--- src/rtl/if_id_buffer.sv ---
// IF/ID boundary register: main slot plus one skid slot so that an ID stall reaches IF only through the registered if_bubble.
// Optional fetch-address-error tagging is enabled by defining IF_ID_FETCH_EXC_EN.
module if_id_buffer #(
    parameter int                DATA_W   = 32,
    parameter logic [DATA_W-1:0] RESET_PC = 32'h80000000,
    parameter logic [DATA_W-1:0] NOP_INS  = 32'h00000000
) (
    input  logic              clk,
    input  logic              rst,
    input  logic [DATA_W-1:0] if_pc,
    input  logic [DATA_W-1:0] if_ins,
    input  logic              if_valid,
    output logic              if_bubble,
    input  logic              flush,
    input  logic              id_stall,
    output logic [DATA_W-1:0] id_pc,
    output logic [DATA_W-1:0] id_ins,
`ifdef IF_ID_FETCH_EXC_EN
    output logic              id_exc_adel,
`endif
    output logic              id_valid
);

    typedef enum logic [1:0] {EMPTY, ONE, FULL} state_t;

    state_t            state_q, state_d;
    logic [DATA_W-1:0] main_pc_q, main_pc_d;
    logic [DATA_W-1:0] main_ins_q, main_ins_d;
    logic [DATA_W-1:0] skid_pc_q, skid_pc_d;
    logic [DATA_W-1:0] skid_ins_q, skid_ins_d;
    logic              valid_q, valid_d;
    logic              bubble_q, bubble_d;
    logic              push, pop;
    logic [DATA_W-1:0] in_ins;
`ifdef IF_ID_FETCH_EXC_EN
    logic              in_exc;
    logic              main_exc_q, main_exc_d;
    logic              skid_exc_q, skid_exc_d;
`endif

    assign push = if_valid & ~bubble_q & ~flush;
    assign pop  = valid_q & ~id_stall;

    // A misaligned fetch is kept as a harmless NOP carrying the exception flag.
`ifdef IF_ID_FETCH_EXC_EN
    assign in_exc = |if_pc[1:0];
    assign in_ins = in_exc ? NOP_INS : if_ins;
`else
    assign in_ins = if_ins;
`endif

    always_comb begin
        state_d    = state_q;
        main_pc_d  = main_pc_q;
        main_ins_d = main_ins_q;
        skid_pc_d  = skid_pc_q;
        skid_ins_d = skid_ins_q;
`ifdef IF_ID_FETCH_EXC_EN
        main_exc_d = main_exc_q;
        skid_exc_d = skid_exc_q;
`endif
        if (flush) begin
            state_d    = EMPTY;
            main_ins_d = NOP_INS;
`ifdef IF_ID_FETCH_EXC_EN
            main_exc_d = 1'b0;
            skid_exc_d = 1'b0;
`endif
        end else begin
            case (state_q)
                EMPTY: begin
                    if (push) begin
                        main_pc_d  = if_pc;
                        main_ins_d = in_ins;
`ifdef IF_ID_FETCH_EXC_EN
                        main_exc_d = in_exc;
`endif
                        state_d    = ONE;
                    end
                end
                ONE: begin
                    if (push && pop) begin
                        main_pc_d  = if_pc;
                        main_ins_d = in_ins;
`ifdef IF_ID_FETCH_EXC_EN
                        main_exc_d = in_exc;
`endif
                    end else if (push) begin
                        skid_pc_d  = if_pc;
                        skid_ins_d = in_ins;
`ifdef IF_ID_FETCH_EXC_EN
                        skid_exc_d = in_exc;
`endif
                        state_d    = FULL;
                    end else if (pop) begin
                        main_ins_d = NOP_INS;
`ifdef IF_ID_FETCH_EXC_EN
                        main_exc_d = 1'b0;
`endif
                        state_d    = EMPTY;
                    end
                end
                FULL: begin
                    if (pop) begin
                        main_pc_d  = skid_pc_q;
                        main_ins_d = skid_ins_q;
`ifdef IF_ID_FETCH_EXC_EN
                        main_exc_d = skid_exc_q;
                        skid_exc_d = 1'b0;
`endif
                        state_d    = ONE;
                    end
                end
                default: state_d = EMPTY;
            endcase
        end
        // Outputs are decoded from the next state so they come straight off flops.
        valid_d  = (state_d != EMPTY);
        bubble_d = (state_d == FULL);
    end

    always_ff @(posedge clk or negedge rst) begin
        if (!rst) begin
            state_q    <= EMPTY;
            main_pc_q  <= RESET_PC;
            main_ins_q <= NOP_INS;
            skid_pc_q  <= RESET_PC;
            skid_ins_q <= NOP_INS;
            valid_q    <= 1'b0;
            bubble_q   <= 1'b0;
`ifdef IF_ID_FETCH_EXC_EN
            main_exc_q <= 1'b0;
            skid_exc_q <= 1'b0;
`endif
        end else begin
            state_q    <= state_d;
            main_pc_q  <= main_pc_d;
            main_ins_q <= main_ins_d;
            skid_pc_q  <= skid_pc_d;
            skid_ins_q <= skid_ins_d;
            valid_q    <= valid_d;
            bubble_q   <= bubble_d;
`ifdef IF_ID_FETCH_EXC_EN
            main_exc_q <= main_exc_d;
            skid_exc_q <= skid_exc_d;
`endif
        end
    end

    assign id_pc     = main_pc_q;
    assign id_ins    = main_ins_q;
    assign id_valid  = valid_q;
    assign if_bubble = bubble_q;
`ifdef IF_ID_FETCH_EXC_EN
    assign id_exc_adel = main_exc_q;
`endif

endmodule
--- config.mk ---
export PLATFORM = sky130hd
export DESIGN_NAME = if_id_buffer
export DESIGN_NICKNAME = d
export VERILOG_FILES = /design/src/rtl/if_id_buffer.sv
export SDC_FILE = /design/constraint.sdc
export NUM_CORES = 1
export LEC_CHECK = 0
export BUFFER_PORTS_ARGS = -buffer_cell sky130_fd_sc_hd__buf_2
export CAP_MARGIN = 20
export CORE_ASPECT_RATIO = 2
export CORE_MARGIN = 4
export CORE_UTILIZATION = 38
export DETAILED_ROUTE_END_ITERATION = 10
export GPL_TIMING_DRIVEN = 1
export SLEW_MARGIN = 5
export SYNTH_ARGS = -nofsm -noshare
export SYNTH_HDL_FRONTEND = slang
export SYNTH_SLANG_ARGS = --single-unit
--- constraint.sdc ---
create_clock -name clk -period 2.3 [get_ports clk]
set_clock_uncertainty 0.05 [all_clocks]
set_input_delay 0.69 -clock clk [delete_from_list [all_inputs] [get_ports clk]]
set_output_delay 0.69 -clock clk [all_outputs]
set_load 0.05 [all_outputs]
; ---- Yosys cells after proc, flatten, opt, wreduce, memory -nomap -nowiden
; Index checks and enable logic that the tools add are counted.
[op_classes]
eq_ne = 10
n_mux = 18
bitwise = 7
reduce_logical = 8
[ops]
columns = operator, count
row1 = $mux 32, 9
row2 = $pmux 32 s3, 2
row3 = $mux 2, 6
row4 = $reduce_and 5->1, 2
row5 = $ne 4x4->1 const B, 2
row6 = $ne 2x2->1 const B, 3
row7 = $ne 3x3->1 const B, 2
row8 = $pmux 2 s3, 1
row9 = $eq 2x2->1 const B, 2
row10 = $not 1->1, 4
row11 = $reduce_and 4->1, 1
row12 = $reduce_bool 4->1, 1
row13 = $and 1x1->1, 3
row14 = $reduce_bool 3->1, 1
row15 = $eq 2x1->1 const B, 1
row16 = $logic_not 2->1, 1
row17 = $reduce_bool 2->1, 1
row18 = $logic_and 1x1->1, 1
[word_totals]
register_bits = 132
out_inout_bits = 66
wordCells = 50

; ---- Longest topological paths before layout
; Gate-level depths: netlist (run 1).
[logic_depth]
word_depth = 8
mapped_depth = 8

; ---- Worst setup path before layout (run 1)
; OpenSTA, ideal clock, no wires.
[synth_path]
path_kind = input-to-reg
startpoint = input flush
endpoint = register main_pc_q[0], in the netlist id_pc[0]
setup_time_ns = 0.125
t_arrival_ns = 1.989
required_ns = 2.125
slack_ns = 0.136
path_stages = 6
path_buffers = 2
cell_sequence = or3b_4 > a22oi_2 > and3_1 > buf_6 > buf_12 > mux2_4
[synth_between]
elab_chain_len = 5
elab_cells_between_ends = 6
cone_classes = 2 x eq/ne / 2 x bitwise / 2 x reduce/logical
[synth_rtl]
columns = element, line_no
row1 = "start, declared", 14  ; input logic flush,
row2 = $not 1->1 (no line) *, -
row3 = $and 1x1->1, 41  ; assign push = if_valid & ~bubble_q & ~flush;
row4 = $logic_and 1x1->1, 82  ; if (push && pop) begin
row5 = $ne 2x2->1 (no line), -
row6 = $reduce_and 5->1 (no line) *, -
row7 = "end signal, assigned", 137  ; main_pc_q <= main_pc_d;
row8 = "end, declared", 27  ; logic [DATA_W-1:0] main_pc_q, main_pc_d;
; Every way passes the cells marked *; elsewhere a longest branch is shown, timed or not.
; A chain may end at the register's enable or synchronous reset.

; ---- Worst setup path in the final report (run 1)
[layout_path]
startpoint = register state_q[0]
endpoint = register main_ins_q[28], in the netlist id_ins[28]
[layout_between]
elab_chain_len = 3
elab_cells_between_ends = 11
cone_classes = 6 x eq/ne / 2 x mux / 3 x reduce/logical
[layout_rtl]
columns = element, line_no
row1 = "start, declared", 26  ; state_t state_q, state_d;
row2 = "start signal, assigned", 136  ; state_q <= state_d;
row3 = "$eq 2x1->1, or another cell as far along", 70  ; case (state_q)
row4 = "$ne 4x4->1 (no line), or another cell as far along", -
row5 = $reduce_and 5->1 (no line) or $mux 32 (tied branches), -
row6 = "end signal, assigned", 138  ; main_ins_q <= main_ins_d;
row7 = "end, declared", 28  ; logic [DATA_W-1:0] main_ins_q, main_ins_d;
; Several ways; a longest one is shown, not always the timed one.

==> results of run 1 <==
through the flow:
step / total power (W) / instance area, sq um / cells / setup slack [ns]
after floorplan: 0.00537 / 6060 / 421 / 0.136
final: 0.00872 / 7640 / 773 / 0.184
after CTS: 0.00883 / 7640 / 773 / 0.186
after detailed placement: 0.00609 / 7050 / 741 / -0.111
after global placement: 0.00600 / 7050 / 741 / -0.0901
after global routing: 0.00914 / 7640 / 773 / 0.0758
cell families (layout without fill, tap and decap cells):
logic type               Yosys count  in the layout  synth area share, %
flip-flops                       132            132                 54.5
multiplexers                     129            129                 25.8
AO/OA/AOI/OAI                     72             72                 10.2
AND/OR/NAND/NOR                   49             49                 5.16
buffers and inverters             34            185                 3.30
adder cells (fa/ha/maj)            5              5                0.990
report_power, final:
group	total (W)	internal (W)	switching, W	leakage, nW
combinational	0.00258	0.00101	0.00156	1.61
clock	0.00268	0.00154	0.00114	0.286
sequential	0.00346	0.00306	0.000395	1.64
total	0.00872	0.00562	0.00310	3.54
final timing paths:
path                                              from                         to  slack (ns)  cells past startpoint
worst max register to register    state_q[0]$_DFF_PN0_     id_ins[28]$_DFFE_PN0P_        0.18                      7
worst max-delay path              state_q[0]$_DFF_PN0_     id_ins[28]$_DFFE_PN0P_        0.18                      7
worst min register to register  id_ins[20]$_DFFE_PN0P_     id_ins[20]$_DFFE_PN0P_        0.44                      1
min in group clk                id_ins[20]$_DFFE_PN0P_     id_ins[20]$_DFFE_PN0P_        0.44                      1
worst min-delay path                               rst     id_ins[16]$_DFFE_PN0P_        0.11                      1
max in group asynchronous                          rst  skid_pc_q[31]$_DFFE_PN1P_        1.43                      2
layout make-up:
cell class	instances	area [sq um]
clock buffers	17	425
flip-flops and latches	132	3310
fillers	1421	8060
repair buffers	150	906
multi-input cells	255	2580
clock inverters	15	159
well taps	201	251
inverters	3	11.3
Yosys cell counts (all sizes together):
cell type,number,area [sq um]
nor3b,1,12.5
and3,3,18.8
nor3,2,10.0
and3b,1,8.76
mux2,129,1570
a21boi,1,7.51
or3b,1,11.3
dfrtp,130,3250
a22oi,1,12.5
a221oi,33,289
nand2b,1,6.26
a2bb2oi,1,8.76
nand3b,1,7.51
o2bb2ai,32,280
nand3,1,5.00
dfstp,2,52.6
a21oi,1,5.00
maj3,1,10.0
nor2b,33,206
o21ai,2,10.0
o21a,1,7.51
inv,3,11.3
nand4,2,12.5
clkbuf,14,52.6
ha,4,50.1
and2,1,6.26
nor2,2,7.51
buf,17,136
sequential cells by signal, indices dropped and copies added (netlist names):
signal      cells
if_bubble       1
id_pc          32
id_valid        1
state_q         2
skid_pc_q      32
id_ins         32
skid_ins_q     32
routing by layer:
layer	part of all wire (%)	track usage, %	up-vias
met5	0	0	-
met4	1.6	5.92	0
met3	4.0	3.89	11
met2	55	29.4	110
met1	40	18.3	2126
li1	-	-	1854
==> results.toml, run 1 <==
[clock_network]
clk_pin_slew_ns = 0.07
htree_num_levels = 4
cts_resized = 0
cts_root_buffer = "clkbuf_16"
clock-sinks = 132
cts_tree = "built"
cts_hold_buffers = 0
insertion_delay_ns = 0.41
numCtsBuffers = 17
cts_setup_buffers = 0
cts_buffer_depth = 2

[finish]
final_cell_mix = "buf_2 (133), dfrtp_1 (130), mux2_2 (99), nor2b_1 (33), a221oi_1 (33)"
n_antenna_cell = 0
fin_nets = 632
syn_to_final_growth_pct = 25.9
drive_gt1_share_pct = 55.9
layout_commonest_cell = "buf_2"
finalCoreUtilization_pct = 48.7

[global_route]
grt_pass1_wl_um = 23900
grt_util_all_layers_pct = 16.2
grt_pass1_vias = 4572
grt_max_degree = 63
grt_remaining_overflow = 0
antenna_found_initial = 0

[floorplanning]
dieArea_sq_um = 18200
die_x_um = 97.3
core-area_sq_um = 15700
ioPinCount = 135
start_util_pct = 38.6
fp.dieH_um = 187
row_count = 65

[detailed_routing]
drc = 0
first_pass_iters = 4
wl_per_cell_um = 18.6
viasPerCell = 5.31
vias = 4101
drtIter0Drc = 123
wirelength_um = 14300
detail-route-antenna-nets = 0

[status]
status = "completed"

[worst_setup_path]
cp_data_arrival_time_ns = 2.35
worst-path-buf-inv = 3
max_stage_delay_ns = 0.46
crit_type = "reg2reg"
required_ns = 2.54
worst_setup_path_start_kind = "flop"
crit_family = "buffers and inverters"
worst-path-max-fanout = 33
critPathCaptureType = "flop"
cp_slowest_cell = "dfrtp_1"
crit_chain = "inv_1 -> ha_2 -> buf_12 -> and2_1 -> buf_4 -> a221oi_1 -> o2bb2ai_1"

[power_and_ir_drop]
power_leakage_nw = 3.54
ir_drop_mv = 0.765
p_per_area_nw_per_um2 = 1140

[timing]
max_slew_margin_pct = 73.5
fin_crit_ns = 2.12
min_period_over_period_pct = 92.0
max_freq_mhz = 473
rsz0062_at_grt = "no"
final_max_slew_viol_count = 0
hold_violations = 0
worst_pin_slew_ns = 0.397
setup-tns-final_ns = 0
setup_viol_count_final = 0
hold_slack_ns = 0.106

[min_path]
hold_path_class = "in2async"

[run]
cap_violations = 0

[synth]
synth-seq-cells = 132
synth_area_sq_um = 6060
synthCells = 421
ys_warn_count = 0
syn-num-nets = 494
seq_area_frac_synth_pct = 54.5
synth_cell_types = 31
avgSynthCellArea_sq_um = 14.4

[placement]
numPortBuffers = 134
gp_congestion = 0.713
dp_hpwl_um = 9740
Note: power is estimated with default switching activity, not from simulation.
==> run 2, diff against run 1 <==
Settings changed: CORE_MARGIN 4 to unset.
==> run 2 against run 1 <==
Sequential power barely moved. Power rose by 2.5%. Highest routed layer unchanged. Routed wire length fell by 1.8%. Largest cell class unchanged. Clock-buffer cell count rose by 1. Critical path depth did not move. Non-clock buffer count did not move. Maximum frequency rose by 0.79%. Cell count did not move. Combinational power barely moved.
==> results.toml, run 2 (same netlist as run 1, synthesis figures left out) <==
[status]
status = "completed"

[power_and_ir_drop]
ir_drop_mv = 0.513
p_per_area_nw_per_um2 = 1170
power_leakage_nw = 3.54
p_total_w = 0.00894

[timing]
fin_ws_ns = 0.201
max_freq_mhz = 476
worst_pin_slew_ns = 0.431
setup_viol_count_final = 0
rsz0062_at_grt = "no"
max_slew_margin_pct = 71.3
min_period_over_period_pct = 91.3
fin_crit_ns = 2.10
hold_violations = 0
hold_slack_ns = 0.230
final_max_slew_viol_count = 0

[worst_setup_path]
cp_data_arrival_time_ns = 2.37
reg2regPathDepth = 7
reg2reg_slack_ns = 0.20
cp_slowest_cell = "dfrtp_1"
cp_common_cell = "buf_4"
max_stage_delay_ns = 0.45
required_ns = 2.57
worst_setup_path_start_kind = "flop"
critPathCaptureType = "flop"
r2r-start = "state_q[0]$_DFF_PN0_"
rr_endpoint = "id_ins[29]$_DFFE_PN0P_"
crit_chain = "inv_1 -> ha_2 -> buf_4 -> and2_1 -> buf_4 -> a221oi_1 -> o2bb2ai_1"
crit_type = "reg2reg"
worst-path-max-fanout = 32

[placement]
dp_hpwl_um = 9440
gp_congestion = 0.796
placedCellCount = 741
numPortBuffers = 134
post-place-ws_ns = -0.104

[clock_network]
cts_root_buffer = "clkbuf_16"
clk_pin_slew_ns = 0.06
numCtsBuffers = 17
cts_buffer_depth = 2
cts_resized = 0
cts_hold_buffers = 0
cts_tree = "built"
clock-sinks = 132
htree_num_levels = 4
cts_setup_buffers = 0
insertion_delay_ns = 0.41

[detailed_routing]
viasPerCell = 5.31
vias = 4102
drtIter0Drc = 138
detail-route-antenna-nets = 0
wirelength_um = 14100
first_pass_iters = 4
drc = 0
wl_per_cell_um = 18.2

[global_route]
grt_remaining_overflow = 0
grt_pass1_wl_um = 23200
grt_util_all_layers_pct = 18.2
grt_max_degree = 75
antenna_found_initial = 0
grt_pass1_vias = 4462

[floorplanning]
start_util_pct = 38.6
fp.dieH_um = 181
dieArea_sq_um = 16500
core-area_sq_um = 15700
die_x_um = 91.3
row_count = 65
ioPinCount = 135

[finish]
syn_to_final_growth_pct = 26.3
finalCoreUtilization_pct = 48.8
final_cell_mix = "buf_2 (133), dfrtp_1 (130), mux2_2 (99), nor2b_1 (33), a221oi_1 (33)"
n_antenna_cell = 0
n_fill_cell = 1432
fin_nets = 632
drive_gt1_share_pct = 55.8
layoutNonFillerInstCount = 773
layout_commonest_cell = "buf_2"

[run]
cap_violations = 0

[min_path]
hold_path_class = "in2async"
==> run 2: critical path: cells and delay by family, from the launching register on <==
| family | cells | cell delay [ns] |
|---|---|---|
| buffers and inverters | 3 | 0.75 |
| flip-flops | 1 | 0.45 |
| AO/OA/AOI/OAI | 2 | 0.33 |
| adder cells (fa/ha/maj) | 1 | 0.23 |
| AND/OR/NAND/NOR | 1 | 0.17 |
==> run 2: metrics by stage <==
stage,setup TNS (ns),area [sq um]
after global routing,0,7660
after CTS,0,7660
after floorplan,0,6060
after detailed placement,-2.19,7030
final,0,7660
after global placement,-1.59,7030
==> run 2: where the power goes <==
part	internal, W	leakage (nW)	switching [W]
Clock	0.00183	0.294	0.00108
Sequential	0.00306	1.64	0.000401
Combinational	0.00101	1.60	0.00156
Total	0.00590	3.54	0.00304
==> run 2: how the worst max path moves through the flow <==
| stage | startpoint | end | cells past startpoint |
|---|---|---|---|
| after floorplan | flush | id_pc[0]$_DFFE_PN0P_ | 6 |
| after global placement | flush | id_pc[23]$_DFFE_PN0P_ | 6 |
| after detailed placement | flush | id_pc[23]$_DFFE_PN0P_ | 6 |
| after CTS | state_q[0]$_DFF_PN0_ | id_ins[29]$_DFFE_PN0P_ | 7 |
| after global routing | state_q[0]$_DFF_PN0_ | id_ins[29]$_DFFE_PN0P_ | 7 |
| final | state_q[0]$_DFF_PN0_ | id_ins[29]$_DFFE_PN0P_ | 7 |
==> run 2: cell type report <==
| type | count | area, sq um | area share [%] |
|---|---|---|---|
| Clock inverter | 14 | 203 | 2.65 |
| Sequential cell | 132 | 3310 | 43.2 |
| Tap cell | 201 | 251 | 3.28 |
| Multi-Input combinational cell | 255 | 2580 | 33.7 |
| Timing Repair Buffer | 150 | 881 | 11.5 |
| Clock buffer | 18 | 429 | 5.60 |
| Inverter | 3 | 11.3 | 0.147 |
==> run 2: routing by layer <==
metal,track usage (%),vias up,part of all wire (%)
met4,8.32,0,2.6
met1,20.3,2102,40
li1,-,1863,-
met2,32.7,114,54
met5,0,-,0
met3,3.63,23,3.5
==> run 3, diff against run 2 <==
Settings changed: MAX_ROUTING_LAYER set to met4.
==> run 3 against run 2 <==
Final area stayed put. Cell count stayed put. Core utilization stayed put. Sequential share of layout area stayed put. Combinational power hardly changed. Power hardly changed. Maximum frequency is 0.15% lower. Sequential cell count stayed put. Critical path type unchanged. Largest cell class unchanged. Largest power group unchanged. Highest routed layer unchanged.
==> results.toml, run 3 (same netlist as run 1, synthesis figures left out) <==
[status]
status = "completed"

[timing]
fin_crit_ns = 2.10
final_max_slew_viol_count = 0
setup_viol_count_final = 0
max_slew_margin_pct = 70.6
max_freq_mhz = 476
setup-tns-final_ns = 0
worst_pin_slew_ns = 0.441
hold_violations = 0
rsz0062_at_grt = "no"
min_period_over_period_pct = 91.4

[floorplanning]
fp.dieH_um = 181
die_x_um = 91.3
row_count = 65
core-area_sq_um = 15700
start_util_pct = 38.6
dieArea_sq_um = 16500
ioPinCount = 135

[clock_network]
insertion_delay_ns = 0.41
cts_setup_buffers = 0
cts_root_buffer = "clkbuf_16"
cts_tree = "built"
clk_pin_slew_ns = 0.06
clock-sinks = 132
htree_num_levels = 4
cts_resized = 0
numCtsBuffers = 17
cts_buffer_depth = 2
cts_hold_buffers = 0

[detailed_routing]
detail-route-antenna-nets = 0
viasPerCell = 5.32
vias = 4112
drtIter0Drc = 154
first_pass_iters = 4
wl_per_cell_um = 18.2
wirelength_um = 14100
drc = 0

[finish]
n_antenna_cell = 0
drive_gt1_share_pct = 55.8
syn_to_final_growth_pct = 26.3
fin_nets = 632
finalCoreUtilization_pct = 48.8
layout_commonest_cell = "buf_2"
n_fill_cell = 1432
final_cell_mix = "buf_2 (133), dfrtp_1 (130), mux2_2 (99), nor2b_1 (33), a221oi_1 (33)"

[worst_setup_path]
cp_data_arrival_time_ns = 2.38
worst_setup_path_start_kind = "flop"
cp_slowest_cell = "dfrtp_1"
crit_family = "buffers and inverters"
reg2reg_slack_ns = 0.20
critPathCaptureType = "flop"
worstSetupStartpoint = "state_q[0]$_DFF_PN0_"
crit_chain = "inv_1 -> ha_2 -> buf_4 -> and2_1 -> buf_4 -> a221oi_1 -> o2bb2ai_1"
r2r-start = "state_q[0]$_DFF_PN0_"
crit_type = "reg2reg"
reg2regPathDepth = 7
worst-path-buf-inv = 3
required_ns = 2.58
cp_common_cell = "buf_4"
max_stage_delay_ns = 0.45
worst-path-max-fanout = 32
rr_endpoint = "id_ins[29]$_DFFE_PN0P_"

[power_and_ir_drop]
ir_drop_mv = 0.513
power_leakage_nw = 3.54
p_per_area_nw_per_um2 = 1170

[min_path]
hold_path_class = "in2async"

[placement]
gp_congestion = 0.807
dp_hpwl_um = 9440
numPortBuffers = 134

[global_route]
grt_remaining_overflow = 0
grt_max_degree = 75
antenna_found_initial = 0
grt_pass1_wl_um = 23200
grt_pass1_vias = 4460
grt_util_all_layers_pct = 18.7

[run]
cap_violations = 0
==> run 3: cell counts in the layout (fill, tap and decap cells not counted) <==
Identical to the previous run, type by type.
==> run 3: worst max-delay path by stage <==
stage                              to  slack (ns)  cells after the start
2_1_floorplan    id_pc[0]$_DFFE_PN0P_        0.14                      6
3_3_place_gp    id_pc[23]$_DFFE_PN0P_       -0.08                      6
3_5_place_dp    id_pc[23]$_DFFE_PN0P_       -0.10                      6
4_1_cts        id_ins[29]$_DFFE_PN0P_        0.18                      7
5_1_grt        id_ins[29]$_DFFE_PN0P_        0.06                      7
6_report       id_ins[29]$_DFFE_PN0P_        0.20                      7
==> run 3: cell type report <==
class / instances / area, sq um / area share (%)
clock buffer: 18 / 429 / 5.60
clock inverter: 14 / 203 / 2.65
inverter: 3 / 11.3 / 0.147
multi-input combinational: 255 / 2580 / 33.7
sequential: 132 / 3310 / 43.2
tap: 201 / 251 / 3.28
timing repair buffer: 150 / 881 / 11.5
==> run 3: per-stage QoR <==
step	setup WS [ns]	instance area, sq um	hold slack (ns)	total power [W]	std cells
finish	0.198	7660	0.237	0.00894	773
floorplan	0.136	6060	0.344	0.00537	421
global route	0.0599	7660	0.252	0.00935	773
global placement	-0.0844	7030	0.417	0.00598	741
detailed placement	-0.104	7030	0.419	0.00609	741
CTS	0.177	7660	0.236	0.00905	773
==> run 3: worst reg2reg max path, cell delays in order, from the launching register on <==
cell and delay (ns):
dfrtp_1 0.45, inv_1 0.13, ha_2 0.23, buf_4 0.28
and2_1 0.17, buf_4 0.36, a221oi_1 0.16, o2bb2ai_1 0.19
==> run 3: power by group <==
| group | leakage (nW) | switching (W) | internal [W] | total, W |
|---|---|---|---|---|
| combinational | 1.60 | 0.00156 | 0.00101 | 0.00256 |
| sequential | 1.64 | 0.000401 | 0.00306 | 0.00347 |
| clock | 0.294 | 0.00108 | 0.00183 | 0.00291 |
| total | 3.54 | 0.00304 | 0.00590 | 0.00894 |
==> run 3: metal layers <==
| metal | vias up | wire, um | GRT usage [%] |
|---|---|---|---|
| li1 | 1856 | - | - |
| met1 | 2107 | 5580 | 20.6 |
| met2 | 119 | 7620 | 32.6 |
| met3 | 30 | 519 | 3.29 |
| met4 | 0 | 369 | 8.32 |
| met5 | - | 0 | - |
